===== src/rtl/serial_subtractor.sv =====
// Bit-serial LSB-first subtractor: IDLE/RUN/DONE FSM with stall support.
// Optional signed-overflow output oOVF enabled by defining SERIAL_SUB_OVF_EN.
module serial_subtractor #(
   parameter int WIDTH = 8
) (
   input  logic iCLK,
   input  logic iRST_N,
   input  logic iSTART,
   input  logic iVALID,
   input  logic iA,
   input  logic iB,
   output logic oREADY,
   output logic oDIFF,
   output logic oDIFF_VALID,
   output logic oBORROW,
`ifdef SERIAL_SUB_OVF_EN
   output logic oOVF,
`endif
   output logic oDONE,
   output logic oBUSY
);

   localparam int CW = (WIDTH > 1) ? $clog2(WIDTH) : 1;
   localparam logic [CW-1:0] LAST = CW'(WIDTH - 1);

   typedef enum logic [1:0] {
      S_IDLE,
      S_RUN,
      S_DONE
   } state_t;

   state_t        r_state;
   state_t        w_state_nxt;
   logic [CW-1:0] r_cnt;
   logic [CW-1:0] w_cnt_nxt;
   logic          r_borrow;
   logic          w_borrow_nxt;
   logic          r_diff;
   logic          r_diff_valid;
   logic          r_borrow_out;
   logic          w_accept;
   logic          w_last;
   logic          w_diff;
   logic          w_bnext;

   assign w_accept = (r_state == S_RUN) && iVALID;
   assign w_last   = (r_cnt == LAST);
   assign w_diff   = iA ^ iB ^ r_borrow;
   assign w_bnext  = (~iA & iB) | (~(iA ^ iB) & r_borrow);

   always_comb begin
      w_state_nxt  = r_state;
      w_cnt_nxt    = r_cnt;
      w_borrow_nxt = r_borrow;
      unique case (r_state)
         S_IDLE: begin
            if (iSTART) begin
               w_state_nxt  = S_RUN;
               w_cnt_nxt    = '0;
               w_borrow_nxt = 1'b0;
            end
         end
         S_RUN: begin
            if (w_accept) begin
               w_borrow_nxt = w_bnext;
               // counter parks on the last index instead of wrapping
               if (w_last) w_state_nxt = S_DONE;
               else        w_cnt_nxt   = r_cnt + 1'b1;
            end
         end
         S_DONE: w_state_nxt = S_IDLE;
         default: w_state_nxt = S_IDLE;
      endcase
   end

   always_ff @(posedge iCLK or negedge iRST_N) begin
      if (!iRST_N) begin
         r_state  <= S_IDLE;
         r_cnt    <= '0;
         r_borrow <= 1'b0;
      end else begin
         r_state  <= w_state_nxt;
         r_cnt    <= w_cnt_nxt;
         r_borrow <= w_borrow_nxt;
      end
   end

   always_ff @(posedge iCLK or negedge iRST_N) begin
      if (!iRST_N) begin
         r_diff       <= 1'b0;
         r_diff_valid <= 1'b0;
         r_borrow_out <= 1'b0;
      end else begin
         r_diff_valid <= w_accept;
         if (w_accept) r_diff <= w_diff;
         if (w_accept && w_last) r_borrow_out <= w_bnext;
      end
   end

`ifdef SERIAL_SUB_OVF_EN
   logic r_ovf;

   // borrow into the MSB is the running borrow when the MSB is accepted
   always_ff @(posedge iCLK or negedge iRST_N) begin
      if (!iRST_N) begin
         r_ovf <= 1'b0;
      end else if (w_accept && w_last) begin
         r_ovf <= r_borrow ^ w_bnext;
      end
   end

   assign oOVF = r_ovf;
`endif

   assign oREADY      = (r_state == S_RUN);
   assign oBUSY       = (r_state == S_RUN) || (r_state == S_DONE);
   assign oDONE       = (r_state == S_DONE);
   assign oDIFF       = r_diff;
   assign oDIFF_VALID = r_diff_valid;
   assign oBORROW     = r_borrow_out;

endmodule


===== config.mk =====
export PLATFORM = sky130hd
export DESIGN_NAME = serial_subtractor
export DESIGN_NICKNAME = d
export VERILOG_FILES = /design/src/rtl/serial_subtractor.sv
export SDC_FILE = /design/constraint.sdc
export NUM_CORES = 1
export LEC_CHECK = 0
export CAP_MARGIN = 10
export CORE_MARGIN = 5
export CORE_UTILIZATION = 30
export DETAILED_ROUTE_END_ITERATION = 10
export PLACE_DENSITY = 0.6
export SYNTH_ARGS = -nofsm -noshare
export SYNTH_HDL_FRONTEND = slang
export SYNTH_SLANG_ARGS = --single-unit

===== constraint.sdc =====
create_clock -name iCLK -period 3 [get_ports iCLK]
set_input_delay 0.6 -clock iCLK [delete_from_list [all_inputs] [get_ports iCLK]]
set_output_delay 0.6 -clock iCLK [all_outputs]
set_load 0.02 [all_outputs]

==> results of run 1 <==
cell usage after synthesis, drive strengths merged:
cell     number
o21a          1
and2          1
mux2i         3
a21bo         1
nand2         4
nand2b        1
fa            1
nor2          2
o21ai         2
a21oi         2
inv           6
a2111oi       1
ha            6
mux2          2
nor2b         3
nand3         1
nor3          1
dfrtp         9
power groups by stage:
stage          Combinational [mW]  Clock (mW)  Sequential (mW)
5_1_grt                     0.380       0.101            0.193
2_1_floorplan               0.229           0            0.202
4_1_cts                     0.339      0.0971            0.187
3_3_place_gp                0.333           0            0.187
3_5_place_dp                0.337           0            0.188
6_report                    0.334      0.0930            0.186
final cells by class:
cell class	count	share of cell area (%)
clock buffers	4	3.70
flip-flops and latches	9	31.7
multi-input cells	32	41.5
well taps	25	4.40
repair buffers	11	15.5
inverters	6	3.17
metal layers:
layer | track usage, % | share of wire [%] | routed length, um | vias to the layer above
met5 | 0 | 0 | 0 | -
met4 | 2.55 | 2.6 | 23 | 0
met3 | 5.41 | 8.7 | 78 | 2
met2 | 12.0 | 40 | 358 | 15
met1 | 10.8 | 49 | 440 | 163
li1 | - | - | - | 188
cells in the final DEF (no fill, tap or decap):
cell	netlist	layout
a2111oi_4	1	1
a21bo_1	1	1
a21oi_1	2	2
and2_1	1	1
clkbuf_1	0	1
clkbuf_4	0	3
clkdlybuf4s50_1	0	11
dfrtp_1	9	9
fa_1	1	1
ha_1	6	6
inv_1	6	6
mux2_1	1	1
mux2_4	1	1
mux2i_1	3	3
nand2_1	4	4
nand2b_1	1	1
nand3_1	1	1
nor2_1	2	2
nor2b_1	1	1
nor2b_4	2	2
nor3_1	1	1
o21a_1	1	1
o21ai_1	2	2
logic make-up (layout without fill, tap and decap cells):
logic type | count (synthesis) | in the layout | share of synthesized area (%)
multiplexers | 5 | 5 | 10.4
adder cells (fa/ha/maj) | 7 | 7 | 17.5
AND/OR/NAND/NOR | 13 | 13 | 14.5
AO/OA/AOI/OAI | 7 | 7 | 12.0
buffers and inverters | 6 | 21 | 4.15
flip-flops | 9 | 9 | 41.5
state kept, by name (all words and copies together), names as in the netlist:
register	cells
oDIFF	1
oBORROW	1
r_borrow	1
r_cnt	3
oDIFF_VALID	1
r_state	2
worst register-to-register path: stages (launching register included):
cell and delay [ns]:
dfrtp_1 0.40, ha_1 0.21, ha_1 0.23, a2111oi_4 0.47, mux2_4 0.33
path summary, 6_finish.rpt:
path / cells past startpoint / slack, ns / to
max: 3 / 0.64 / oREADY
min: 1 / 0.48 / oDIFF
max reg2reg: 4 / 1.25 / r_cnt[0]
min reg2reg: 1 / 0.48 / oDIFF
max in group asynchronous: 1 / 2.08 / r_cnt[2]
min in group asynchronous: 1 / 0.63 / oDIFF
per-stage QoR:
step	power, mW	std cells	area (um2)	setup WS (ns)
after CTS	0.623	87	711	0.616
final	0.613	87	711	0.642
after global placement	0.521	83	684	0.908
after floorplan	0.431	47	543	1.28
after detailed placement	0.526	83	684	0.909
after global routing	0.673	87	711	0.544
==> metrics list, run 1 <==
- In this run, synthesis produced a sequential element count of 9.
- Final Cycle Share: between 70% and 80%
* Root buf cell: clkbuf_4
- For the pin with the worst max-slew slack, the measured transition is between 0.4 and 0.5 ns.
* Wire length per cell: 10.4 um
- VDD sags by at most between 0.4 and 0.5 mV.
- Maximum count of clock buffers along a single path: 2
- The run finished with clean final reports.
- Post-synthesis instance area: between 500 and 600 um2
* Switching pwr: about 0.23 mW
- Clock Pin Slew Worst Setup and Hold Paths: 0.06 ns
- After detailed routing, the number of vias per cell comes to around 4.2.
- Vias: 368
- Synthesized net count: 60
- Logic pwr share: 54.5%
- Entering global routing, the biggest net connects 10 pins.
- DRC violation total after the first TritonRoute iteration: 0
- Timing would allow up to roughly 420 MHz.
- Sequential cell area in the final layout: roughly 230 um2
- Total negative slack: 0 ns
- The congestion estimate from routability-driven global placement came to between 0.7 and 0.8.
* Number of violations of the max-capacitance limit: 0
- Worst-Skew Late Latency: approximately 0.26 ns
- The floorplan step defined a die boundary enclosing between 0.002 and 0.003 mm2.
- The Yosys step of the flow raised 0 warnings.
* # fillers: 190
- The via count of the first global-routing pass came to about 390.
* Sequential element share of the synthesized area: 41.5%
* Final setup fails: 0
- Cell chain of the critical path: inv_1 > ha_1 > clkdlybuf4s50_1
- Pwr per Cell Area: ~860 mW/mm2
* Area of the core: between 0.0015 and 0.002 mm2
* Number of sinks driven by the clock tree: 9
* WP data arrival: between 1.5 and 2 ns
- TritonCTS built the clock tree.
- The die is 52.5 um wide.
* Startpoint types: flop
* Source of the worst register-to-register timing path: r_cnt[0]
- Net switching is between 30% and 40% of the power.
- Setup clock skew after layout: 0.00689 ns
- Final core utilization: 41.2%
- Once the clock tree was built, the resizer swapped 0 gates to a different size.
- After synthesis, the cell types taking the most area are dfrtp_1, ha_1, mux2i_1.
* Final hold violation count: 0
- The initial antenna violation count was 0.
- Post-cts hold buffer count: 0
- Most area-hungry cell type in the Yosys netlist: dfrtp_1
- Worst setup path startpoint: r_state[1]
- Setup Fix Bufs, Post-CTS: 0
* Clock share of power: about 15%
- Boundary Pins: 12
- Leakage: 0.322 nW
- Num CTS Buffers: 3
- Total congestion overflow: 0
- Min-Delay Path Class: flop to flop
* Final critical path time including I/O delays and setup: about 2.4 ns
- Synthesis handed over a netlist of 47 instances.
- The synthesized design devotes to its leading area cell type 41.5% of total area.
- From synthesis to final layout, the design area changed by 30.9%.
- Number of pins exceeding their max-slew limit in the final report: 0
- The worst setup path is captured at an output port.
* RSZ-0062 raised after global routing: no
- Total Routing Usage GR: roughly 8.6%
* Count of antenna diodes in the layout: 0
- Once the floorplan was initialized, standard cells occupied 31.4% of the core.
- CTS built an H-tree with a depth of 1.
- Setup Crit Path Kind: flop to output port
* Total length of routed wires: between 900 and 1000 um
- From bottom edge to top edge, the die measures approximately 53 um.
* Cell with the largest stage delay on the worst path: clkdlybuf4s50_1
- The first global-routing pass estimated roughly 1700 um of wire.
* Worst slack on hold paths: roughly 0.48 ns
- Area used by multi-input combinational logic: 295 um2
- The number of buffers and inverters on the critical path is 2.
* Count of port buffers added during placement: 11
- Along the worst path, the maximum fanout reaches 9.
- Of the cells placed in the final design, the portion with a size suffix greater than 1 is a little under an eighth.
- Worst path top cell family by delay: buffers and inverters
- Once detail routing completed, the nets flagged for antenna violations numbered 0.
- Final net count: 76
* Internal power component: ~0.39 mW
* Post-synthesis average cell area: between 10 and 15 um2
- Part of the total power dissipated in sequential elements: between 30% and 40%
- Highest cell delay on the worst timing path: 0.66 ns
- For this run, design rule violations remaining after detail routing come to 0.
* Normalized max-slew margin: 72.7%
* Core Rows: 15
- In this run the most critical hold path is launched from oDIFF.
- For this run, the detailed router's first-pass iteration total came to 1.
- Unique masters post-synth: 20
- Required time reported for the critical path endpoint: around 2.4 ns
Note: power is estimated with default switching activity, not from simulation.
==> run 2: changes to the inputs <==
==> constraint.sdc (replaced) <==
create_clock -name iCLK -period 2.26 [get_ports iCLK]
set_input_delay 0.452 -clock iCLK [delete_from_list [all_inputs] [get_ports iCLK]]
set_output_delay 0.452 -clock iCLK [all_outputs]
set_load 0.02 [all_outputs]
==> run 2 against run 1 <==
Critical path depth stayed put; worst hold slack worse by 0.0021 ns; non-clock buffer count increased by 1; total power grew 34%; largest cell class unchanged; largest power group unchanged.
==> metrics list, run 2 (synthesized netlist as in run 1, its figures left out) <==
- The largest driver fanout on the critical path was 3 (-6).
- Detailed placement finished with a half-perimeter wire length of around 750 um.
- Final core utilization: 41.6% (+0.43 points)
- Root buf cell: clkbuf_4
- Post_cts resized: 0 (unchanged)
- Vias: 369 (+0.27%)
- Total die area: 0.00276 mm2 (unchanged)
- The critical path starts at r_state[0].
* Total length of routed wires: 887 um (-1.6%)
- The total of buffers placed on input and output ports is 11 (unchanged).
- Register with the most flip-flops: r_cnt
- Pin count of the biggest net entering global routing: 10 (unchanged)
- The length of the first detailed-routing pass in iterations is 1 (unchanged).
- Post-cts hold buffer count: 0 (unchanged)
* Power Total: 0.823 mW (+34%)
- Min-Delay Path Class: flop to flop
- Pwr per Cell Area: 1150 mW/mm2 (+33%)
- The leakage power summed over all cells is 0.327 nW (+1.5%).
- Total negative slack: 0 ns (unchanged)
* Num CTS Buffers: 3 (unchanged)
- Share of final-layout standard cells stronger than drive strength 1: 12.7% (+1.4 points)
* CTS H-tree lvls: 1 (unchanged)
- Area Overhead vs Synth: 32.3%
* Number of violations of the max-capacitance limit: 0 (unchanged)
- The setup violation total in the final timing report is 0 (unchanged).
* Biggest registers after layout: r_cnt: 3 flops, r_state: 2 flops
- The clock insertion delay at the later pin of the skew report is 0.25 ns (about the same).
* Chip Width: 52.5 um (unchanged)
* Setup Fix Bufs, Post-CTS: 0 (unchanged)
- The placer congestion estimate came to 0.736 (-0.43%).
* Normalized max-slew margin: 71.8% (-0.84 points)
- RSZ-0062 raised after global routing: no
- The area of combinational cells with multiple inputs is 295 um2 (unchanged).
- The pre-CTS worst setup slack came to 0.331 ns (-0.578 ns).
* Global-route wire length before repair: 1660 um (-0.78%)
- The run finished with clean final reports.
* DIE HEIGHT: 52.5 um (unchanged)
- The antenna violation net count after detailed routing came to 0 (unchanged).
* Global-route met1 utilization: 10.6% (-0.12 points)
- Peak clock frequency supported by timing: 491 MHz
* Met2 GRT Util: 12.4% (+0.41 points)
* Startpoint types: flop
- Count of antenna diodes in the layout: 0 (unchanged)
* Clock Pin Slew Worst Setup and Hold Paths: 0.06 ns (about the same)
- DRC violation total after the first TritonRoute iteration: 0 (unchanged)
- The critical path in this run is classified as flop to output port.
* Number of sinks driven by the clock tree: 9 (unchanged)
- Required time reported for the critical path endpoint: 1.81 ns (-0.59 ns)
- The detailed-route vias per instance came to 4.19 (-0.87%).
- Final critical path time including I/O delays and setup: 2.04 ns
- Startpoint of the tightest hold check path: oDIFF
- The mean routed wirelength per cell was 10.1 um (-2.7%).
- Final hold violation count: 0 (unchanged)
- The number of top-level pins is 12 (unchanged).
- The initial antenna violation count is 0 (unchanged).
- The total DRC errors in the routed layout is 0 (unchanged).
* Worst vdd ir: 0.515 mV (+12%)
- Source of the worst register-to-register timing path: r_state[1]
- Total Routing Usage GR: 8.31% (-0.28 points)
- PnR worst setup slack: 0.224 ns (-0.418 ns)
- The worst setup path is captured at an output port.
- The placeable core region is 0.00173 mm2 (unchanged).
- Core Rows: 15 (unchanged)
- The effective utilization at floorplan is 31.4% (unchanged).
* Grt met3 use: 3.70% (-1.7 points)
* Total congestion overflow: 0 (unchanged)
* Final Cycle Share: 90.1%
- The number of flip-flops under the largest register name was 3 (unchanged).
- The register area is 225 um2 (unchanged).
- The data arrival at the endpoint of the critical path came to 1.58 ns (-0.18 ns).
- The library cell used most frequently in the layout, excluding fill and tap cells, is clkdlybuf4s50_1.
- The filler cell count was 185 (-2.6%).
- Via count of the first global-routing pass: 390 (-0.26%)
- Number of pins exceeding their max-slew limit in the final report: 0 (unchanged)
- The number of nets in the layout came to 77 (+1.3%).
- Setup clock skew after layout: 0.00742 ns (+0.000528 ns)
- Leaving out fill and tap cells, the most frequent cells in the layout are clkdlybuf4s50_1, dfrtp_1, inv_1, ha_1, nand2_1.
- Slew of the pin with the lowest slew margin: 0.421 ns (+0.0125 ns)
- Maximum count of clock buffers along a single path: 2 (unchanged)
- TritonCTS built the clock tree.
* Layer with the highest usage: met2
## run 2: changes by cell type in the layout (fill, tap and decap cells not counted)
cell and change:
buf_4 +1
## run 2: final timing paths
check	end	slack, ns	depth (start not counted)
max in group asynchronous	oBORROW	1.46	1
max reg2reg	r_cnt[0]	0.49	6
min reg2reg	oDIFF	0.48	1
min	oDIFF	0.48	1
min in group asynchronous	r_state[0]	0.50	1
max	oBUSY	0.22	3
## run 2: metrics by stage
stage	cell area (um2)	hold slack, ns	cells
final	718	0.481	88
after detailed placement	692	0.474	84
after floorplan	543	0.156	47
after global routing	718	0.517	88
after global placement	692	0.469	84
after CTS	718	0.487	88
## run 2: worst max-delay path, cell delays in order, from the launching register on
cell and delay [ns]:
dfrtp_1 0.37, inv_1 0.09, ha_1 0.28, clkdlybuf4s50_1 0.59
## run 2: power breakdown
group | switching [mW] | internal, mW | total (mW)
Combinational | 0.220 | 0.234 | 0.455
Sequential | 0.0292 | 0.218 | 0.248
Clock | 0.0529 | 0.0678 | 0.121
## run 2: cell type report
type                            instances  area share (%)
Clock buffer                            4            3.66
Inverter                                6            3.14
Multi-Input combinational cell         32            41.1
Sequential cell                         9            31.4
Tap cell                               25            4.36
Timing Repair Buffer                   12            16.4
## run 2: routing by layer
metal  share of wire (%)  up-vias
met4                   0        0
met3                 7.4        0
met2                  45       13
li1                    -      190
met5                   0        -
met1                  47      166
